**config.mk**
```make
export PLATFORM = sky130hd
export DESIGN_NAME = vga_frame_capture_flat
export DESIGN_NICKNAME = d
export VERILOG_FILES = /design/src/rtl/vga_frame_capture_if.sv /design/src/rtl/vga_frame_capture.sv /design/src/flat_wrapper.sv
export SDC_FILE = /design/constraint.sdc
export NUM_CORES = 1
export LEC_CHECK = 0
export CAP_MARGIN = 0
export CORE_ASPECT_RATIO = 1.2
export CORE_UTILIZATION = 55
export CTS_BUF_LIST = sky130_fd_sc_hd__clkbuf_4 sky130_fd_sc_hd__clkbuf_8 sky130_fd_sc_hd__clkbuf_16
export DETAILED_ROUTE_END_ITERATION = 16
export PLACE_DENSITY_LB_ADDON = 0.25
export SYNTH_ARGS = -nofsm -noshare
export SYNTH_HDL_FRONTEND = slang
export SYNTH_SLANG_ARGS = --single-unit
```
**constraint.sdc**
```tcl
create_clock -name clk -period 5.2 [get_ports clk]
set_input_delay 0.52 -clock clk [delete_from_list [all_inputs] [get_ports clk]]
set_output_delay 0.52 -clock clk [all_outputs]
set_load 0.02 [all_outputs]
```
**src/rtl/vga_frame_capture_if.sv**
```systemverilog
// VGA pixel stream observed by the frame capture monitor, plus the capture results it reports.
interface vga_frame_capture_if #(
  parameter int unsigned CW = 8,
  parameter int unsigned XW = 10,
  parameter int unsigned YW = 10
);
  // Observed VGA pins
  logic            pix_en;
  logic            hsync;
  logic            vsync;
  logic            blank_b;
  logic [CW-1:0]   r;
  logic [CW-1:0]   g;
  logic [CW-1:0]   b;
  // Capture results
  logic            px_valid;
  logic [XW-1:0]   px_x;
  logic [YW-1:0]   px_y;
  logic [3*CW-1:0] px_rgb;
  logic            frame_done;
  logic [31:0]     frame_sum;
  logic            line_err;
  logic            frame_err;
  logic            locked;

  // Stream source side
  modport master (
    output pix_en, hsync, vsync, blank_b, r, g, b,
    input  px_valid, px_x, px_y, px_rgb, frame_done, frame_sum, line_err, frame_err, locked
  );

  // Capture monitor side
  modport slave (
    input  pix_en, hsync, vsync, blank_b, r, g, b,
    output px_valid, px_x, px_y, px_rgb, frame_done, frame_sum, line_err, frame_err, locked
  );
endinterface

```
**src/rtl/vga_frame_capture.sv**
```systemverilog
// Receive-side VGA monitor: recovers pixel coordinates from sync/blank edges, emits one
// registered write per active pixel, checks line/frame geometry and checksums each frame.
module vga_frame_capture #(
  parameter int unsigned H_ACTIVE = 640,
  parameter int unsigned V_ACTIVE = 480,
  parameter int unsigned CW       = 8,
  parameter int unsigned XW       = 10,
  parameter int unsigned YW       = 10
) (
  input logic                clk,
  input logic                reset,
  vga_frame_capture_if.slave vif
);

  localparam logic [XW-1:0] HMax = XW'(H_ACTIVE);
  localparam logic [YW-1:0] VMax = YW'(V_ACTIVE);

  typedef enum logic [1:0] {StHunt, StVsync, StFrame} state_e;

  state_e          state_q, state_d;
  logic            vs_prev_q, vs_prev_d;
  logic            bl_prev_q, bl_prev_d;
  logic [XW-1:0]   x_q, x_d;
  logic [YW-1:0]   y_q, y_d;
  logic [31:0]     sum_q, sum_d;
  logic            frame_bad_q, frame_bad_d;
  logic            px_valid_q, px_valid_d;
  logic [XW-1:0]   px_x_q, px_x_d;
  logic [YW-1:0]   px_y_q, px_y_d;
  logic [3*CW-1:0] px_rgb_q, px_rgb_d;
  logic            frame_done_q, frame_done_d;
  logic [31:0]     frame_sum_q, frame_sum_d;
  logic            line_err_q, line_err_d;
  logic            frame_err_q, frame_err_d;
  logic            locked_q, locked_d;

  logic [3*CW-1:0] rgb;
  logic            vs_fall, vs_rise, bl_fall;
  logic            line_bad, geom_bad;

  assign rgb     = {vif.r, vif.g, vif.b};
  // Edges are between consecutive enabled samples, so compare against the last sampled level
  assign vs_fall = vs_prev_q & ~vif.vsync;
  assign vs_rise = ~vs_prev_q & vif.vsync;
  assign bl_fall = bl_prev_q & ~vif.blank_b;

  // Next-state: sync hunting, pixel capture, geometry checks and checksum
  always_comb begin
    state_d      = state_q;
    vs_prev_d    = vs_prev_q;
    bl_prev_d    = bl_prev_q;
    x_d          = x_q;
    y_d          = y_q;
    sum_d        = sum_q;
    frame_bad_d  = frame_bad_q;
    px_valid_d   = 1'b0;
    px_x_d       = px_x_q;
    px_y_d       = px_y_q;
    px_rgb_d     = px_rgb_q;
    frame_done_d = 1'b0;
    frame_sum_d  = frame_sum_q;
    line_err_d   = line_err_q;
    frame_err_d  = frame_err_q;
    locked_d     = locked_q;
    line_bad     = 1'b0;
    geom_bad     = 1'b0;

    if (vif.pix_en) begin
      vs_prev_d = vif.vsync;
      bl_prev_d = vif.blank_b;
      case (state_q)
        StHunt: begin
          if (vs_fall) state_d = StVsync;
        end
        StVsync: begin
          if (vs_rise) begin
            x_d         = '0;
            y_d         = '0;
            sum_d       = '0;
            frame_bad_d = 1'b0;
            state_d     = StFrame;
          end
        end
        StFrame: begin
          if (vif.blank_b) begin
            if ((x_q < HMax) && (y_q < VMax)) begin
              px_valid_d = 1'b1;
              px_x_d     = x_q;
              px_y_d     = y_q;
              px_rgb_d   = rgb;
            end
            // Overlong lines still contribute to the checksum
            sum_d = sum_q + 32'(rgb);
            if (x_q != '1) x_d = x_q + XW'(1);
            if (!vif.hsync) line_bad = 1'b1;
          end
          // End of line is handled before end of frame so its y step counts
          if (bl_fall) begin
            if (x_q != HMax) line_bad = 1'b1;
            x_d = '0;
            if (y_q != '1) y_d = y_q + YW'(1);
          end
          if (line_bad) line_err_d = 1'b1;
          if (vs_fall) begin
            geom_bad = (y_d != VMax);
            if (geom_bad) frame_err_d = 1'b1;
            frame_sum_d  = sum_d;
            frame_done_d = 1'b1;
            locked_d     = ~(frame_bad_q | line_bad | geom_bad);
            state_d      = StVsync;
          end
          frame_bad_d = frame_bad_q | line_bad | geom_bad;
        end
        default: state_d = StHunt;
      endcase
    end
  end

  // State and output registers; reset discards any partial frame
  always_ff @(posedge clk or negedge reset) begin
    if (!reset) begin
      state_q      <= StHunt;
      vs_prev_q    <= 1'b0;
      bl_prev_q    <= 1'b0;
      x_q          <= '0;
      y_q          <= '0;
      sum_q        <= '0;
      frame_bad_q  <= 1'b0;
      px_valid_q   <= 1'b0;
      px_x_q       <= '0;
      px_y_q       <= '0;
      px_rgb_q     <= '0;
      frame_done_q <= 1'b0;
      frame_sum_q  <= '0;
      line_err_q   <= 1'b0;
      frame_err_q  <= 1'b0;
      locked_q     <= 1'b0;
    end else begin
      state_q      <= state_d;
      vs_prev_q    <= vs_prev_d;
      bl_prev_q    <= bl_prev_d;
      x_q          <= x_d;
      y_q          <= y_d;
      sum_q        <= sum_d;
      frame_bad_q  <= frame_bad_d;
      px_valid_q   <= px_valid_d;
      px_x_q       <= px_x_d;
      px_y_q       <= px_y_d;
      px_rgb_q     <= px_rgb_d;
      frame_done_q <= frame_done_d;
      frame_sum_q  <= frame_sum_d;
      line_err_q   <= line_err_d;
      frame_err_q  <= frame_err_d;
      locked_q     <= locked_d;
    end
  end

  assign vif.px_valid   = px_valid_q;
  assign vif.px_x       = px_x_q;
  assign vif.px_y       = px_y_q;
  assign vif.px_rgb     = px_rgb_q;
  assign vif.frame_done = frame_done_q;
  assign vif.frame_sum  = frame_sum_q;
  assign vif.line_err   = line_err_q;
  assign vif.frame_err  = frame_err_q;
  assign vif.locked     = locked_q;

endmodule

```
**src/flat_wrapper.sv**
```systemverilog
// flat-port wrapper written by rule: the top's interface ports become plain ports
module vga_frame_capture_flat 
#(
  parameter int unsigned H_ACTIVE = 640,
  parameter int unsigned V_ACTIVE = 480,
  parameter int unsigned CW       = 8,
  parameter int unsigned XW       = 10,
  parameter int unsigned YW       = 10
)
  (clk, reset, vif_pix_en, vif_hsync, vif_vsync, vif_blank_b, vif_r, vif_g, vif_b, vif_px_valid, vif_px_x, vif_px_y, vif_px_rgb, vif_frame_done, vif_frame_sum, vif_line_err, vif_frame_err, vif_locked);
  vga_frame_capture_if #(.CW(CW), .XW(XW), .YW(YW)) vif_i ();
  input logic clk;
  input logic reset;
  input wire logic [$bits(vif_i.pix_en)-1:0] vif_pix_en;
  input wire logic [$bits(vif_i.hsync)-1:0] vif_hsync;
  input wire logic [$bits(vif_i.vsync)-1:0] vif_vsync;
  input wire logic [$bits(vif_i.blank_b)-1:0] vif_blank_b;
  input wire logic [$bits(vif_i.r)-1:0] vif_r;
  input wire logic [$bits(vif_i.g)-1:0] vif_g;
  input wire logic [$bits(vif_i.b)-1:0] vif_b;
  output wire logic [$bits(vif_i.px_valid)-1:0] vif_px_valid;
  output wire logic [$bits(vif_i.px_x)-1:0] vif_px_x;
  output wire logic [$bits(vif_i.px_y)-1:0] vif_px_y;
  output wire logic [$bits(vif_i.px_rgb)-1:0] vif_px_rgb;
  output wire logic [$bits(vif_i.frame_done)-1:0] vif_frame_done;
  output wire logic [$bits(vif_i.frame_sum)-1:0] vif_frame_sum;
  output wire logic [$bits(vif_i.line_err)-1:0] vif_line_err;
  output wire logic [$bits(vif_i.frame_err)-1:0] vif_frame_err;
  output wire logic [$bits(vif_i.locked)-1:0] vif_locked;
  assign vif_i.pix_en = vif_pix_en;
  assign vif_i.hsync = vif_hsync;
  assign vif_i.vsync = vif_vsync;
  assign vif_i.blank_b = vif_blank_b;
  assign vif_i.r = vif_r;
  assign vif_i.g = vif_g;
  assign vif_i.b = vif_b;
  assign vif_px_valid = vif_i.px_valid;
  assign vif_px_x = vif_i.px_x;
  assign vif_px_y = vif_i.px_y;
  assign vif_px_rgb = vif_i.px_rgb;
  assign vif_frame_done = vif_i.frame_done;
  assign vif_frame_sum = vif_i.frame_sum;
  assign vif_line_err = vif_i.line_err;
  assign vif_frame_err = vif_i.frame_err;
  assign vif_locked = vif_i.locked;
  vga_frame_capture #(.H_ACTIVE(H_ACTIVE), .V_ACTIVE(V_ACTIVE), .CW(CW), .XW(XW), .YW(YW)) u_core (.clk(clk), .reset(reset), .vif(vif_i));
endmodule
```
After elaboration in Yosys (flattened, before gate mapping). Cells that the tools add are included.

Word-level logic and storage cells: 86. Input port bits: 30. Register bits: 138.

Bitwise logic cells: 10. $add $sub $neg: 3. Muxes and demuxes: 34. Order comparisons: 2. Reductions and logical operators: 11. Equal/unequal tests: 10.

Operators with widths (count): 10-bit two-way mux (8); 32-bit two-way mux (2); 32-bit case mux with 2 select lines (1); 10-bit case mux with 2 select lines (2); 32-bit by 24-bit adder with 32-bit output (1); 10-bit inequality test, second input constant (3); 10-bit by 1-bit adder with 10-bit output, second input constant (2); 1-bit two-way mux (17); 3-bit AND reduction (4); 10-bit less-than comparator, second input constant (1); 10-bit by 9-bit less-than comparator with 1-bit output, second input constant (1); 10-bit by 9-bit inequality test with 1-bit output, second input constant (1); 4-bit AND reduction (2); 5-bit AND reduction (1); 2-bit two-way mux (2); 2-bit by 1-bit inequality test with 1-bit output, second input constant (2); 1-bit NOT (4); 2-bit case mux with 2 select lines (1); 1-bit bitwise AND (3); 3-bit by 1-bit inequality test with 1-bit output, second input constant (1); 3-bit by 2-bit inequality test with 1-bit output, second input constant (1); 1-bit bitwise OR (3); 2-bit by 1-bit equality test with 1-bit output, second input constant (1); 2-bit equality test, second input constant (1); other kinds (5) (5).

Longest topological paths before layout.
Depth in word-level cells: 11. Mapped depth: 10.

Worst setup path after synthesis. Ideal clock, no wire load.

Kind: input-to-reg. Start: in vif_b[0]. End: reg u_core.frame_sum_q[24], in the netlist u_core.vif.frame_sum[24]. Buffers on the path: 0. Cell stages on the path: 9. Data arrival time: 2.516 ns. Path slack: 2.588 ns. Path through: ha_1 fa_1 a21o_1 a221oi_2 a211oi_1 nor3_1 nor2_1 mux2_2 o31ai_1.

Cells in the longest elaborated chain, start to end: 2.

Ends and longest elaborated chain: start, declared (RTL line flat_wrapper.sv:20) `input wire logic [$bits(vif_i.b)-1:0] vif_b;`; 32-bit by 24-bit adder with 32-bit output (RTL line vga_frame_capture.sv:93) `sum_d = sum_q + 32'(rgb);`; 32-bit two-way mux (RTL line vga_frame_capture.sv:85) `if (vif.blank_b) begin`; end signal, assigned (RTL line vga_frame_capture.sv:151) `frame_sum_q <= frame_sum_d;`; end, declared (RTL line vga_frame_capture.sv:32) `logic [31:0] frame_sum_q, frame_sum_d;`.

No other way between the ends. A chain may end at the register's enable or synchronous reset.

Worst setup path in the final report.
Start: in vif_b[0]. End: reg u_core.frame_sum_q[28], in the netlist u_core.vif.frame_sum[28].

The elaborated chain is that of the path after synthesis.

==> impl_metrics.tcl <==
set metrics [dict create \
    status "finished clean" \
    synth_flop_cell "dfrtp_1" \
    setup_tns_ns 0 \
    grt_pass1_vias 6422 \
    drv_cap 0 \
    timing.final.crit_period_ns 3.060 \
    end_kind "flop" \
    power_leakage_nw 4.172 \
    arrival_ns 3.35 \
    synth_nets 814 \
    ctsHtreeMaxLevel 4 \
    routed_wl_um 19170 \
    async_reset_ff_frac 1.000 \
    synth_top_area_share 0.4582 \
    dieHeight_um 130.2 \
    fillers 997 \
    timing.critical_path.slowest_stage_cell "clkdlybuf4s50_1" \
    vias 6350 \
    final_cell_mix "dfrtp_1 (138), clkdlybuf4s50_1 (109), nand2_1 (97)" \
    core_um2 13300 \
    cp.required_ns 5.49 \
    drive_above_1_share 0.1211 \
    cts_tree "built" \
    path_clk_slew_ns 0.06 \
    setup_viol 0 \
    grtUsageTotal 0.2917 \
    ant_nets 0 \
    ys_top_cells_by_area "dfrtp_1 (46%), mux2_2 (6.4%), nand2_1 (4.8%)" \
    numCtsBuffers 17 \
    total_power_mw 5.069 \
    power_density_nw_per_um2 542.1 \
    grt_max_degree 89 \
    cp_max_fo 4 \
    finalClockSkew_ns 0.005651 \
    dp_cells 1005 \
    clk_latency_ns 0.43 \
    routed_via_density 6.135 \
    die_width_um 108.9 \
    fmax_mhz 326.8 \
    ys_types 69 \
    stdcell_area_um2 9350 \
    cts_setup_buffers 0 \
    nets 914 \
    worstSetupPathType "primary input to flop" \
    synth_area_per_cell_um2 9.968 \
    grt_overflow 0 \
    cts_sinks 138 \
    regArea_um2 3453 \
    yosys.area.top_type "dfrtp_1" \
    final_common_cell "dfrtp_1" \
    netlist_instances 756 \
    synth-seq-cells 138 \
    hold_path.class "primary input to async pin" \
    pre_cts_ws_ns 1.733 \
    dp_hpwl_um 13150 \
    avgRoutedWirePerCell_um 18.53 \
    ys_seq_area_frac 0.4582 \
    ys_warn_count 0 \
    dr.pass1.iters 7 \
    fin_crit_sh 0.5885 \
    final_util 0.7033 \
    layoutNonFillerInstCount 1035 \
    cts-root-buf "clkbuf_16" \
    place.gp.congestion 0.8933 \
    syn-cell-area_um2 7536 \
    antenna_found_initial 0 \
    worst_slack_ns 2.140 \
    rsz0062_at_grt "false" \
    antennaDiodeCount 0 \
    critPathLaunchType "primary input" \
    pin_count 111 \
    max_stage_delay_ns 0.45 \
    finalHoldViolCount 0 \
    num_rows 46 \
    post_cts_resized 0 \
    synth-edff-count 0 \
    ir_drop_mv 0.3233 \
    port_buffers 110 \
    max_slew_margin 0.2450 \
    crit_chain "clkdlybuf4s50_1, ha_1, fa_1, a21o_1, a221oi_2, a211oi_1, o2111ai_1, a21oi_1, xnor2_1, o21ai_0" \
    timing.hold.ws_ns 0.1407 \
    dieArea_um2 14180 \
    slew_violations 0 \
    remaining_drc_errors 0 \
    areaGrowthSynthToFinish_pct 24.07 \
    drt_iter0_markers 404 \
    multi_input_area_um2 3882 \
    holdBufCountCts 0 \
    initial_core_util 0.5668 \
    worst_slew_pin_slew_ns 1.125 \
    placed_area_um2 8755 \
    cts_buffer_depth 2 \
    grt_pass1_wl_um 31530 \
]
==> registers in the layout, summed over array words and instances (netlist names) <==
signal / cells
u_core.frame_bad_q: 1
u_core.state_q: 2
u_core.x_q: 10
u_core.vif.frame_err: 1
u_core.vif.frame_sum: 32
u_core.sum_q: 32
u_core.vif.px_y: 10
u_core.vif.px_valid: 1
u_core.bl_prev_q: 1
u_core.vif.frame_done: 1
u_core.vif.locked: 1
u_core.vif.line_err: 1
u_core.vs_prev_q: 1
u_core.y_q: 10
u_core.vif.px_x: 10
u_core.vif.px_rgb: 24
==> metal layers <==
layer / part of all wire / track usage
met1: 0.40 / 0.3448
met2: 0.51 / 0.5041
met3: 0.063 / 0.05345
met4: 0.032 / 0.1534
met5: 0 / 0
==> layout make-up <==
class / count / share of cell area
multi-input combinational: 571 / 0.4152
sequential: 138 / 0.3693
timing repair buffer: 117 / 0.1248
clock buffer: 22 / 0.05085
tap: 168 / 0.02248
clock inverter: 8 / 0.01285
inverter: 11 / 0.004416
==> power breakdown <==
group | leakage (nW) | internal (mW) | total (mW) | switching (mW)
combinational | 2.08 | 0.980 | 2.21 | 1.23
sequential | 1.80 | 1.40 | 1.63 | 0.231
clock | 0.292 | 0.786 | 1.23 | 0.444
total | 4.17 | 3.16 | 5.07 | 1.91
==> critical path, delay by kind of cell <==
family	cells	cell delay, ns
AO/OA/AOI/OAI	6	1.46
XOR/XNOR	1	0.25
adder cells (fa/ha/maj)	2	0.66
buffers and inverters	1	0.45
==> kinds of logic (layout without fill, tap and decap cells) <==
logic type / after synthesis / count (layout) / synth area share
simple gates: 239 / 239 / 0.1587
compound gates: 213 / 213 / 0.1861
flops: 138 / 138 / 0.4582
mux: 56 / 56 / 0.08218
buf+inv: 47 / 158 / 0.02656
xor+xnor: 35 / 35 / 0.04068
fa+ha+maj: 28 / 28 / 0.04748
==> path summary, 6_finish.rpt <==
path | from | to | slack [ns] | cells past startpoint
max | vif_b[0] | u_core.vif.frame_sum[28]$_DFFE_PN0P_ | 2.14 | 10
min | reset | u_core.vif.frame_sum[11]$_DFFE_PN0P_ | 0.14 | 1
max reg2reg | u_core.state_q[0]$_DFFE_PN0P_ | u_core.vif.px_rgb[2]$_DFFE_PN0P_ | 2.17 | 7
min reg2reg | u_core.vif.frame_err$_DFFE_PN0P_ | u_core.vif.frame_err$_DFFE_PN0P_ | 0.45 | 1
max in group asynchronous | reset | u_core.frame_bad_q$_DFFE_PN0P_ | 3.93 | 2
min in group clk | u_core.vif.frame_err$_DFFE_PN0P_ | u_core.vif.frame_err$_DFFE_PN0P_ | 0.45 | 1
==> cells in the mapped netlist, drive strengths merged, types with 2 or more instances <==
cell    instances
or4b            2
nand3b          7
a221oi          2
nor2b           7
o41ai           3
nor2           42
nor3b           3
nand3          20
o211ai          5
o31ai           8
inv            11
mux2i          12
xnor2          17
and3           16
nand4           7
o21a            6
o221a           3
nor4            2
buf            16
clkbuf         20
ha             27
a31oi          10
nor3            7
nand2          99
o21ai          76
a22o           15
a21o           14
and4            5
a21boi          2
xor2           18
mux2           44
dfrtp         138
or4             3
or3             8
a21oi          47
o21bai          3
and2            7
a211oi          8
(Power assumes the default switching activity.)
